$ cat config.mk
export PLATFORM = sky130hd
export DESIGN_NAME = bin2bcd_seq_flat
export DESIGN_NICKNAME = d
export VERILOG_FILES = /design/src/rtl/lab1_pkg.sv /design/src/rtl/bin2bcd_seq_if.sv /design/src/rtl/bcd_add3.sv /design/src/rtl/bin2bcd_seq.sv /design/src/flat_wrapper.sv
export SDC_FILE = /design/constraint.sdc
export NUM_CORES = 1
export LEC_CHECK = 0
export ABC_AREA = 1
export CORE_MARGIN = 8
export CORE_UTILIZATION = 45
export CTS_CLUSTER_DIAMETER = 120
export DETAILED_ROUTE_END_ITERATION = 10
export PLACE_DENSITY = 0.68
export SYNTH_ARGS = -nofsm -noshare
export SYNTH_HDL_FRONTEND = slang
export SYNTH_SLANG_ARGS = --single-unit
$ cat constraint.sdc
create_clock -name clk -period 1.4 [get_ports clk]
set_clock_uncertainty 0.05 [all_clocks]
set_input_delay 0.21 -clock clk [delete_from_list [all_inputs] [get_ports clk]]
set_output_delay 0.21 -clock clk [all_outputs]
set_load 0.05 [all_outputs]
$ cat src/rtl/lab1_pkg.sv
// Shared types and helpers for the lab1 display path.
// Holds the BCD converter state type and its sizing check.
package lab1_pkg;

    typedef enum logic [1:0] {IDLE, SHIFT, DONE} b2b_state_t;

    // Decimal digits needed to show the largest WIDTH-bit value.
    function automatic int bcd_digits_needed(input int width);
        longint unsigned v;
        int n;
        v = (64'd1 << width) - 64'd1;
        n = 1;
        for (int i = 0; i < 20; i++) begin
            v = v / 64'd10;
            if (v != 0) n++;
        end
        return n;
    endfunction

endpackage

$ cat src/rtl/bin2bcd_seq_if.sv
// Start/done handshake bundle for the sequential BCD converter.
// The master issues conversions, the slave returns digits.
interface bin2bcd_seq_if #(
    parameter int WIDTH  = 16,
    parameter int DIGITS = 5
);
    logic                  start;
    logic [WIDTH-1:0]      bin;
    logic                  busy;
    logic                  done;
    logic [4*DIGITS-1:0]   bcd;
    logic [DIGITS-1:0]     blank;

    modport master (
        output start, bin,
        input  busy, done, bcd, blank
    );

    modport slave (
        input  start, bin,
        output busy, done, bcd, blank
    );
endinterface

$ cat src/rtl/bcd_add3.sv
// Per-digit double-dabble adjust: add 3 when the digit is 5 or more.
// No carry out; the digit count guarantees it never overflows.
module bcd_add3 (
    input  logic [3:0] digit,
    output logic [3:0] adj
);
    assign adj = (digit >= 4'd5) ? digit + 4'd3 : digit;
endmodule

$ cat src/rtl/bin2bcd_seq.sv
// Iterative binary-to-BCD converter feeding the 7-segment decoders.
// One input bit per cycle; outputs hold until the next conversion.
module bin2bcd_seq
    import lab1_pkg::*;
#(
    parameter int WIDTH  = 16,
    parameter int DIGITS = 5
) (
    input  logic          clk,
    input  logic          reset,
    bin2bcd_seq_if.slave  bus
);
    localparam int CW = $clog2(WIDTH + 1);
    localparam logic [DIGITS-1:0] BLANK_RST = ~DIGITS'(1);

    generate
        if (DIGITS < bcd_digits_needed(WIDTH)) begin : g_size_chk
            $fatal(1, "bin2bcd_seq: DIGITS too small for WIDTH");
        end
    endgenerate

    b2b_state_t state_q, state_d;

    logic [CW-1:0]       cnt_q;
    logic [WIDTH-1:0]    sh_q;
    logic [4*DIGITS-1:0] scr_q;
    logic [4*DIGITS-1:0] adj;
    logic [4*DIGITS-1:0] bcd_q;
    logic [DIGITS-1:0]   blank_q;
    logic [DIGITS-1:0]   blank_d;
    logic                busy_q, busy_d;
    logic                done_q, done_d;
    logic                load, shift, fin;
    logic                zero_run;

    always_ff @(posedge clk) begin
        if (reset) state_q <= IDLE;
        else       state_q <= state_d;
    end

    always_comb begin
        state_d = state_q;
        unique case (state_q)
            IDLE:    if (bus.start) state_d = SHIFT;
            SHIFT:   if (cnt_q == CW'(1)) state_d = DONE;
            DONE:    state_d = IDLE;
            default: state_d = IDLE;
        endcase
    end

    always_comb begin
        load  = 1'b0;
        shift = 1'b0;
        fin   = 1'b0;
        unique case (1'b1)
            state_q == IDLE:  load  = bus.start;
            state_q == SHIFT: shift = 1'b1;
            state_q == DONE:  fin   = 1'b1;
            default: ;
        endcase
        busy_d = load | shift;
        done_d = fin;
    end

    for (genvar i = 0; i < DIGITS; i++) begin : g_add
        bcd_add3 u_add3 (
            .digit (scr_q[4*i +: 4]),
            .adj   (adj[4*i +: 4])
        );
    end

    // Blank a digit only while every digit above it is also zero.
    always_comb begin
        zero_run = 1'b1;
        blank_d  = '0;
        for (int i = DIGITS - 1; i > 0; i--) begin
            zero_run   = zero_run & (scr_q[4*i +: 4] == 4'd0);
            blank_d[i] = zero_run;
        end
    end

    always_ff @(posedge clk) begin
        if (reset) begin
            cnt_q   <= '0;
            sh_q    <= '0;
            scr_q   <= '0;
            bcd_q   <= '0;
            blank_q <= BLANK_RST;
            busy_q  <= 1'b0;
            done_q  <= 1'b0;
        end else begin
            busy_q <= busy_d;
            done_q <= done_d;
            if (load) begin
                sh_q  <= bus.bin;
                scr_q <= '0;
                cnt_q <= CW'(WIDTH);
            end else if (shift) begin
                {scr_q, sh_q} <= {adj, sh_q} << 1;
                cnt_q         <= cnt_q - CW'(1);
            end else if (fin) begin
                bcd_q   <= scr_q;
                blank_q <= blank_d;
            end
        end
    end

    assign bus.busy  = busy_q;
    assign bus.done  = done_q;
    assign bus.bcd   = bcd_q;
    assign bus.blank = blank_q;

endmodule
$ cat src/flat_wrapper.sv
// flat-port wrapper written by rule: the top's interface ports become plain ports
module bin2bcd_seq_flat import lab1_pkg::*;
#(
    parameter int WIDTH  = 16,
    parameter int DIGITS = 5
)
  (clk, reset, bus_start, bus_bin, bus_busy, bus_done, bus_bcd, bus_blank);
  bin2bcd_seq_if #(.WIDTH(WIDTH), .DIGITS(DIGITS)) bus_i ();
  input  logic clk;
  input  logic reset;
  input wire logic [$bits(bus_i.start)-1:0] bus_start;
  input wire logic [$bits(bus_i.bin)-1:0] bus_bin;
  output wire logic [$bits(bus_i.busy)-1:0] bus_busy;
  output wire logic [$bits(bus_i.done)-1:0] bus_done;
  output wire logic [$bits(bus_i.bcd)-1:0] bus_bcd;
  output wire logic [$bits(bus_i.blank)-1:0] bus_blank;
  assign bus_i.start = bus_start;
  assign bus_i.bin = bus_bin;
  assign bus_busy = bus_i.busy;
  assign bus_done = bus_i.done;
  assign bus_bcd = bus_i.bcd;
  assign bus_blank = bus_i.blank;
  bin2bcd_seq #(.WIDTH(WIDTH), .DIGITS(DIGITS)) u_core (.clk(clk), .reset(reset), .bus(bus_i));
endmodule
==> summary.md <==
| Metric | Value |
|---|---|
| Fin. max-slew vios | 0 |
| End of the worst register-to-register path | u_core.scr_q[1] |
| Highest achievable clock rate | 775.8 MHz |
| Largest fanout on the critical path | 4 |
| Setup repair after global routing missed its margin | false |
| Post-CTS setup repair buffer count | 0 |
| Antenna violation net count after detailed routing | 0 |
| Average instance area after synthesis | a little over 7 um2 |
| Ratio of routed vias to standard cells | 5.063 |
| Critical path buffers and inverters | 2 |
| Post-CTS sizing | 1 |
| Initial core utilization | between 40% and 50% |
| Post-route cell area | 4254 um2 |
| Largest net degree at the start of global routing | 38 |
| Total track usage | approximately 16% |
| DIE WIDTH | ~100 um |
| Area post-placement | a little over 4000 um2 |
| Remaining routing DRC violations | 0 |
| Total negative setup slack | 0 ns |
| Cell repeated most along the worst path | sky130_fd_sc_hd__nand2_1 |
| Drt first pass iters | 4 |
| Wire length of the first global-routing pass | roughly 13 mm |
| Number of synthesized register bits | 69 |
| Total of endpoints with negative setup slack in the final report | 0 |
| Count of mapped cells out of synthesis | between 400 and 500 |
| Maximum resistive drop on vdd | between 0.0006 and 0.0007 V |
| WP data arrival | roughly 1.5 ns |
| FF-to-FF setup slack | 0.11 ns |
| Total of buffers placed on input and output ports | between 40 and 50 |
| Max Cap Viol | 0 |
| CTS clock-pin slew for the worst setup and hold paths | approximately 0.070 ns |
| Crit share post-route | slightly above 90% |
| Most used cells in the layout excluding fill and tap cells | 111 x sky130_fd_sc_hd__nand2_1, 66 x sky130_fd_sc_hd__dfxtp_1, 43 x sky130_fd_sc_hd__inv_1, 42 x sky130_fd_sc_hd__a21oi_1, 33 x sky130_fd_sc_hd__nand3_1 |
| Net count of the mapped netlist | 464 |
| Vias in the first global route | about 2800 |
| Initial antenna violation count | 0 |
| Total number of nets in the final design | between 500 and 600 |
| Post-detailed-routing wire length | 7.268 mm |
| Final core occ | a little over three fifths |
| Most common library cell in the layout ignoring fill and taps | sky130_fd_sc_hd__nand2_1 |
| Hold violation total from the final report | 0 |
| Clock latency reported for the late side of the worst-skew pair | ~0.34 ns |
| Class of the tightest hold or removal check | primary input to register |
| Netlist cell types | 25 |
| Status | finished clean |
| Cell area after synthesis | slightly above 3000 um2 |
| Average wire per standard cell | 12.66 um |
| Routed vias | ~2900 |
| Die area | approximately 9900 um2 |
| Final antenna diode count | 0 |
| Critical-path cell with the highest stage delay | sky130_fd_sc_hd__dfxtp_2 |
| Critical path startpoint category | register |
| Yosys synthesis warning count | 0 |
| Fraction of layout instances using a drive strength above 1 | around 17% |
| Global placement routability congestion | about 0.8 |
| Count of hold buffers inserted by post-cts repair | 0 |
| TritonCTS Sinks | 69 |
| Worst R2R Start | u_core.scr_q[0] |
| Placement Rows | 30 |
| GRT overflow | 0 |
| Buffer depth of the longest clock path | 2 |
| Clock buffers created by TritonCTS | 9 |
| Buffer type at the clock tree root | sky130_fd_sc_hd__clkbuf_8 |
| TritonCTS clock tree | built |
| Data required, critical path | roughly 1.6 ns |
| Number of ports placed on the die boundary | 46 |
| Crit path max-delay family | simple AND/OR/NAND/NOR gates |
| Fraction of the yosys area taken by sequential cells | roughly 44% |
| Post-detailed-placement half-perimeter wirelength | about 5.2 mm |
| Sequence of cells on the critical path | inv_1 > ha_2 > nand2_1 > nand2_1 > nand2_1 > nand2_1 > nand3_1 > nand2_1 > inv_1 |
| Delay of the slowest cell on the worst path | 0.33 ns |
| Kind of end point of the critical path | register |
| Number of DRC markers after the initial detailed-route iteration | slightly above 100 |
| Worst R2R Path Depth | 9 |
| CTS H-Tree Depth | 3 |
| Number of gates on the worst path with buffers counted | 9 |
| CP Class | register to register |
| Height of the die | between 90 and 100 um |
| Launch point of the worst path | u_core.scr_q[0] |
| Critical path endpoint | u_core.scr_q[1] |
| Leakage power total | around 0.0018 uW |
| Total power density per cell area | 1034 nW/um2 |
| Time the final worst path needs with I/O delays and setup | between 1 and 1.5 ns |
| Core Box Area | 6756 um2 |
| Syn-to-layout area delta | 36.38% |
==> metrics by stage <==
stage | worst slack (ns) | instances | hold WS [ns] | power, uW
finish | 0.1110 | 574 | 0.3815 | 4401
global route | 0.001864 | 574 | 0.3765 | 4621
CTS | 0.05740 | 574 | 0.3677 | 4433
detailed placement | -0.09990 | 559 | 0.4054 | 2793
global placement | -0.04996 | 559 | 0.3999 | 2780
floorplan | 0.09950 | 430 | 0.2443 | 2549
==> final cells by class <==
cell class                      instances  area, um2
Tap cell                               80      100.1
Clock buffer                           11      151.4
Timing Repair Buffer                   66      903.4
Fill cell                             578       2502
Clock inverter                          4      47.55
Multi-Input combinational cell        294       1476
Sequential cell                        69       1385
Inverter                               50      190.2
==> cells by family after synthesis <==
family                   synth area share, %
AO/OA/AOI/OAI                          15.88
adder cells (fa/ha/maj)                6.017
buffers and inverters                  9.346
other                                 0.1202
flip-flops                             44.28
AND/OR/NAND/NOR                        24.35
==> power breakdown <==
group / total [uW] / internal, uW / switching (uW)
sequential: 2110 / 2050 / 66.2
combinational: 651 / 285 / 366
clock: 1640 / 904 / 734
total: 4400 / 3230 / 1170
==> synthesized netlist by cell type <==
master,instances,area [um2]
sky130_fd_sc_hd__conb_1,1,3.750
sky130_fd_sc_hd__or2_1,2,12.51
sky130_fd_sc_hd__buf_6,1,11.26
sky130_fd_sc_hd__or2_2,1,6.260
sky130_fd_sc_hd__a211oi_1,1,7.510
sky130_fd_sc_hd__o21ai_1,1,5.000
sky130_fd_sc_hd__o211ai_1,1,7.510
sky130_fd_sc_hd__inv_1,44,165.2
sky130_fd_sc_hd__o21a_1,1,7.510
sky130_fd_sc_hd__buf_4,6,45.04
sky130_fd_sc_hd__ha_1,15,187.7
sky130_fd_sc_hd__nand3_1,33,165.2
sky130_fd_sc_hd__a21oi_1,43,215.2
sky130_fd_sc_hd__dfxtp_1,69,1381
sky130_fd_sc_hd__buf_2,6,30.03
sky130_fd_sc_hd__inv_4,1,6.260
sky130_fd_sc_hd__inv_2,5,18.77
sky130_fd_sc_hd__o21ai_0,33,165.2
sky130_fd_sc_hd__a31oi_1,14,87.58
sky130_fd_sc_hd__nor2_1,28,105.1
sky130_fd_sc_hd__nand2_1,113,424.2
sky130_fd_sc_hd__nor3_1,1,5.000
sky130_fd_sc_hd__nand3b_1,3,22.52
sky130_fd_sc_hd__clkbuf_1,4,15.01
sky130_fd_sc_hd__nand2_2,3,18.77
==> sequential cells by signal (all words and copies together), names as in the netlist <==
signal            count
u_core.scr_q         20
u_core.cnt_q          5
u_core.sh_q          16
u_core.bus.done       1
u_core.state_q        2
u_core.bus.bcd       20
u_core.bus.busy       1
u_core.bus.blank      4
==> tightest hold or removal path: stages <==
cell                              delay, ns
sky130_fd_sc_hd__clkdlybuf4s50_1       0.39
sky130_fd_sc_hd__nand2_1               0.06
sky130_fd_sc_hd__a31oi_1               0.07
==> worst min-delay path by stage <==
stage / startpoint / endpoint / cells after the start
floorplan: reset / u_core.bus.busy / 1
global placement: u_core.sh_q[0] / u_core.sh_q[0] / 2
detailed placement: u_core.scr_q[5] / u_core.scr_q[6] / 2
CTS: bus_bin[12] / u_core.sh_q[12] / 3
global route: bus_bin[0] / u_core.sh_q[0] / 3
finish: bus_bin[12] / u_core.sh_q[12] / 3
==> per-layer routing <==
layer	vias up	global-route usage (%)	share of wire, %
li1	1512	-	-
met1	1314	18.27	44
met2	67	25.72	48
met3	13	5.656	6.2
met4	0	5.355	1.7
met5	-	0	0
Power figures use the tool's default switching activity.
==> RTL change, RTL diff (same settings) <==
`DIGITS` is set to 5 in 3 places; all go to 6.
--- a/src/rtl/bin2bcd_seq_if.sv
+++ b/src/rtl/bin2bcd_seq_if.sv
@@ -4,3 +4,3 @@
     parameter int WIDTH  = 16,
-    parameter int DIGITS = 5
+    parameter int DIGITS = 6
 );
--- a/src/rtl/bin2bcd_seq.sv
+++ b/src/rtl/bin2bcd_seq.sv
@@ -6,3 +6,3 @@
     parameter int WIDTH  = 16,
-    parameter int DIGITS = 5
+    parameter int DIGITS = 6
 ) (
--- a/src/flat_wrapper.sv
+++ b/src/flat_wrapper.sv
@@ -4,3 +4,3 @@
     parameter int WIDTH  = 16,
-    parameter int DIGITS = 5
+    parameter int DIGITS = 6
 )
Interface: changed (resized bus_bcd and bus_blank); port bits go from 46 to 51. No check against the original RTL was run, so the function may have changed too.
==> RTL change against the original RTL <==
Area after synthesis grew 14%. Setup slack gained 0.0023 ns. Sequential cell count grew 9. Routed wire length grew 14%. Die area grew 12%. Via count grew 12%. Critical path depth shrank 1. Global-route usage shrank 0.41 points. Cell area grew 11%. Power grew 5.7%. Largest cell class unchanged. Highest routed layer unchanged.
==> RTL change: results (changes against the original RTL) <==
[layout]
n_all_buffers=69  ; +4.5%
clkCellAreaFrac_pct=3.721  ; -0.96 points
ff_latch_area_um2=1568  ; +13%
drive_above_1_share_pct=16.76  ; -0.25 points
nFillCells=691  ; +20%
buffer_area_share_pct=20.59  ; -0.65 points
multiInputGateArea_um2=1679  ; +14%
multi_input_gates=329  ; +12%
inverters=57  ; +14%
nNetsFinal=581  ; +11%
stdcell_count=651  ; +13%

[routing]
wl_met1_um=3859  ; +20%
met3WireLength_um=484  ; +7.6%

[placed_design]
portBuffers=49  ; +11%
placedInstanceArea_um2=4541  ; +13%
routabilityCongestion=0.8193  ; +0.89%
dp_slack_ns=-0.1197  ; -0.01981 ns
dpl.cell_count=635  ; +14%

[power]
powerDensity_nw_per_um2=981.2  ; -5.2%
leakage_nw=2.032  ; +10%
vdd_drop_max_mv=0.6009  ; -5.3%

[global_route]
grt_pass1_vias=3118  ; +11%
globalRouteMet2Util_pct=24.43  ; -1.3 points
grtUsageTotal_pct=15.21  ; -0.41 points
grt_start_max_net_pins=49  ; +29%
grtUsageMet3_pct=4.238  ; -1.4 points

[sta]
worst_hold_slack_ns=0.3655  ; -0.01602 ns
finalCritPeriodShare_pct=91.90  ; -0.17 points

[yosys]
seq_area_frac_synth_pct=43.87  ; -0.42 points
syn_area_per_cell_um2=7.355  ; +1.4%
synth.net_count=521  ; +12%
ys_ff_latch=78  ; +13%
synthTopCellsByArea=dfxtp_1 44%, nand2_1 13%, a21oi_1 7.6%, ha_1 6.3%, nand3_1 5.6%
synth-adder-area-share_pct=6.327  ; +0.31 points
synthTopCellsByCount=121 x nand2_1, 78 x dfxtp_1, 54 x a21oi_1, 51 x inv_1, 40 x nand3_1
synth_xor_area_share_pct=0.2460  ; +0.25 points
synth_compound_area_share_pct=16.63  ; +0.74 points

[worst_setup_path]
r2r_start=u_core.scr_q[12]$_SDFFE_PP0P_
worstRegToRegCells=8  ; -1
reg2reg_to=u_core.scr_q[14]$_SDFFE_PP0P_
cp_slowest_stage_delay_ns=0.36  ; +0.03 ns

[hold_path]
min-delay-start=bus_bin[0]

[outcome]
status=finished clean

[clock_network]
clk_pin_slew_worst_paths_ns=0.09  ; +0.02 ns

==> RTL change: cell types whose count changed after synthesis, sizes merged, moves of 2 or more <==
cell | before | now
ha | 15 | 18
nand2 | 116 | 124
nor2 | 28 | 24
nand3 | 33 | 41
o21ai | 34 | 40
nand3b | 3 | 5
a21oi | 43 | 55
dfxtp | 69 | 78
or2 | 3 | 0
buf | 13 | 15
inv | 50 | 57
==> RTL change: worst max path at each step <==
stage | to | start | cells past startpoint
after detailed placement | u_core.scr_q[5]$_SDFFE_PP0P_ | bus_start | 7
after CTS | u_core.scr_q[17]$_SDFFE_PP0P_ | u_core.scr_q[16]$_SDFFE_PP0P_ | 8
after floorplan | u_core.bus.blank[1]$_SDFFE_PP1P_ | u_core.scr_q[20]$_SDFFE_PP0P_ | 6
after global routing | u_core.scr_q[13]$_SDFFE_PP0P_ | u_core.scr_q[12]$_SDFFE_PP0P_ | 8
after global placement | u_core.scr_q[5]$_SDFFE_PP0P_ | bus_start | 7
final | u_core.scr_q[14]$_SDFFE_PP0P_ | u_core.scr_q[12]$_SDFFE_PP0P_ | 8
==> RTL change: worst reg2reg max path: cells and delay by family (launching register included) <==
| family | cells | cell delay (ns) |
|---|---|---|
| adders and majority gates | 1 | 0.26 |
| DFF | 1 | 0.36 |
| and+or+nand+nor | 5 | 0.37 |
| buffers and inverters | 2 | 0.13 |
==> RTL change: repair_timing <==
action,CTS,global route
setup buffers,0,0
setup endpoints to repair,0,15
gates resized for setup,0,14
==> RTL change: where the power goes <==
part / internal [W] / total [W] / leakage [nW] / switching, W
clock network: 0.000689 / 0.00153 / 0.0776 / 0.000836
logic: 0.000307 / 0.000742 / 1.32 / 0.000436
registers: 0.00231 / 0.00238 / 0.637 / 0.0000739
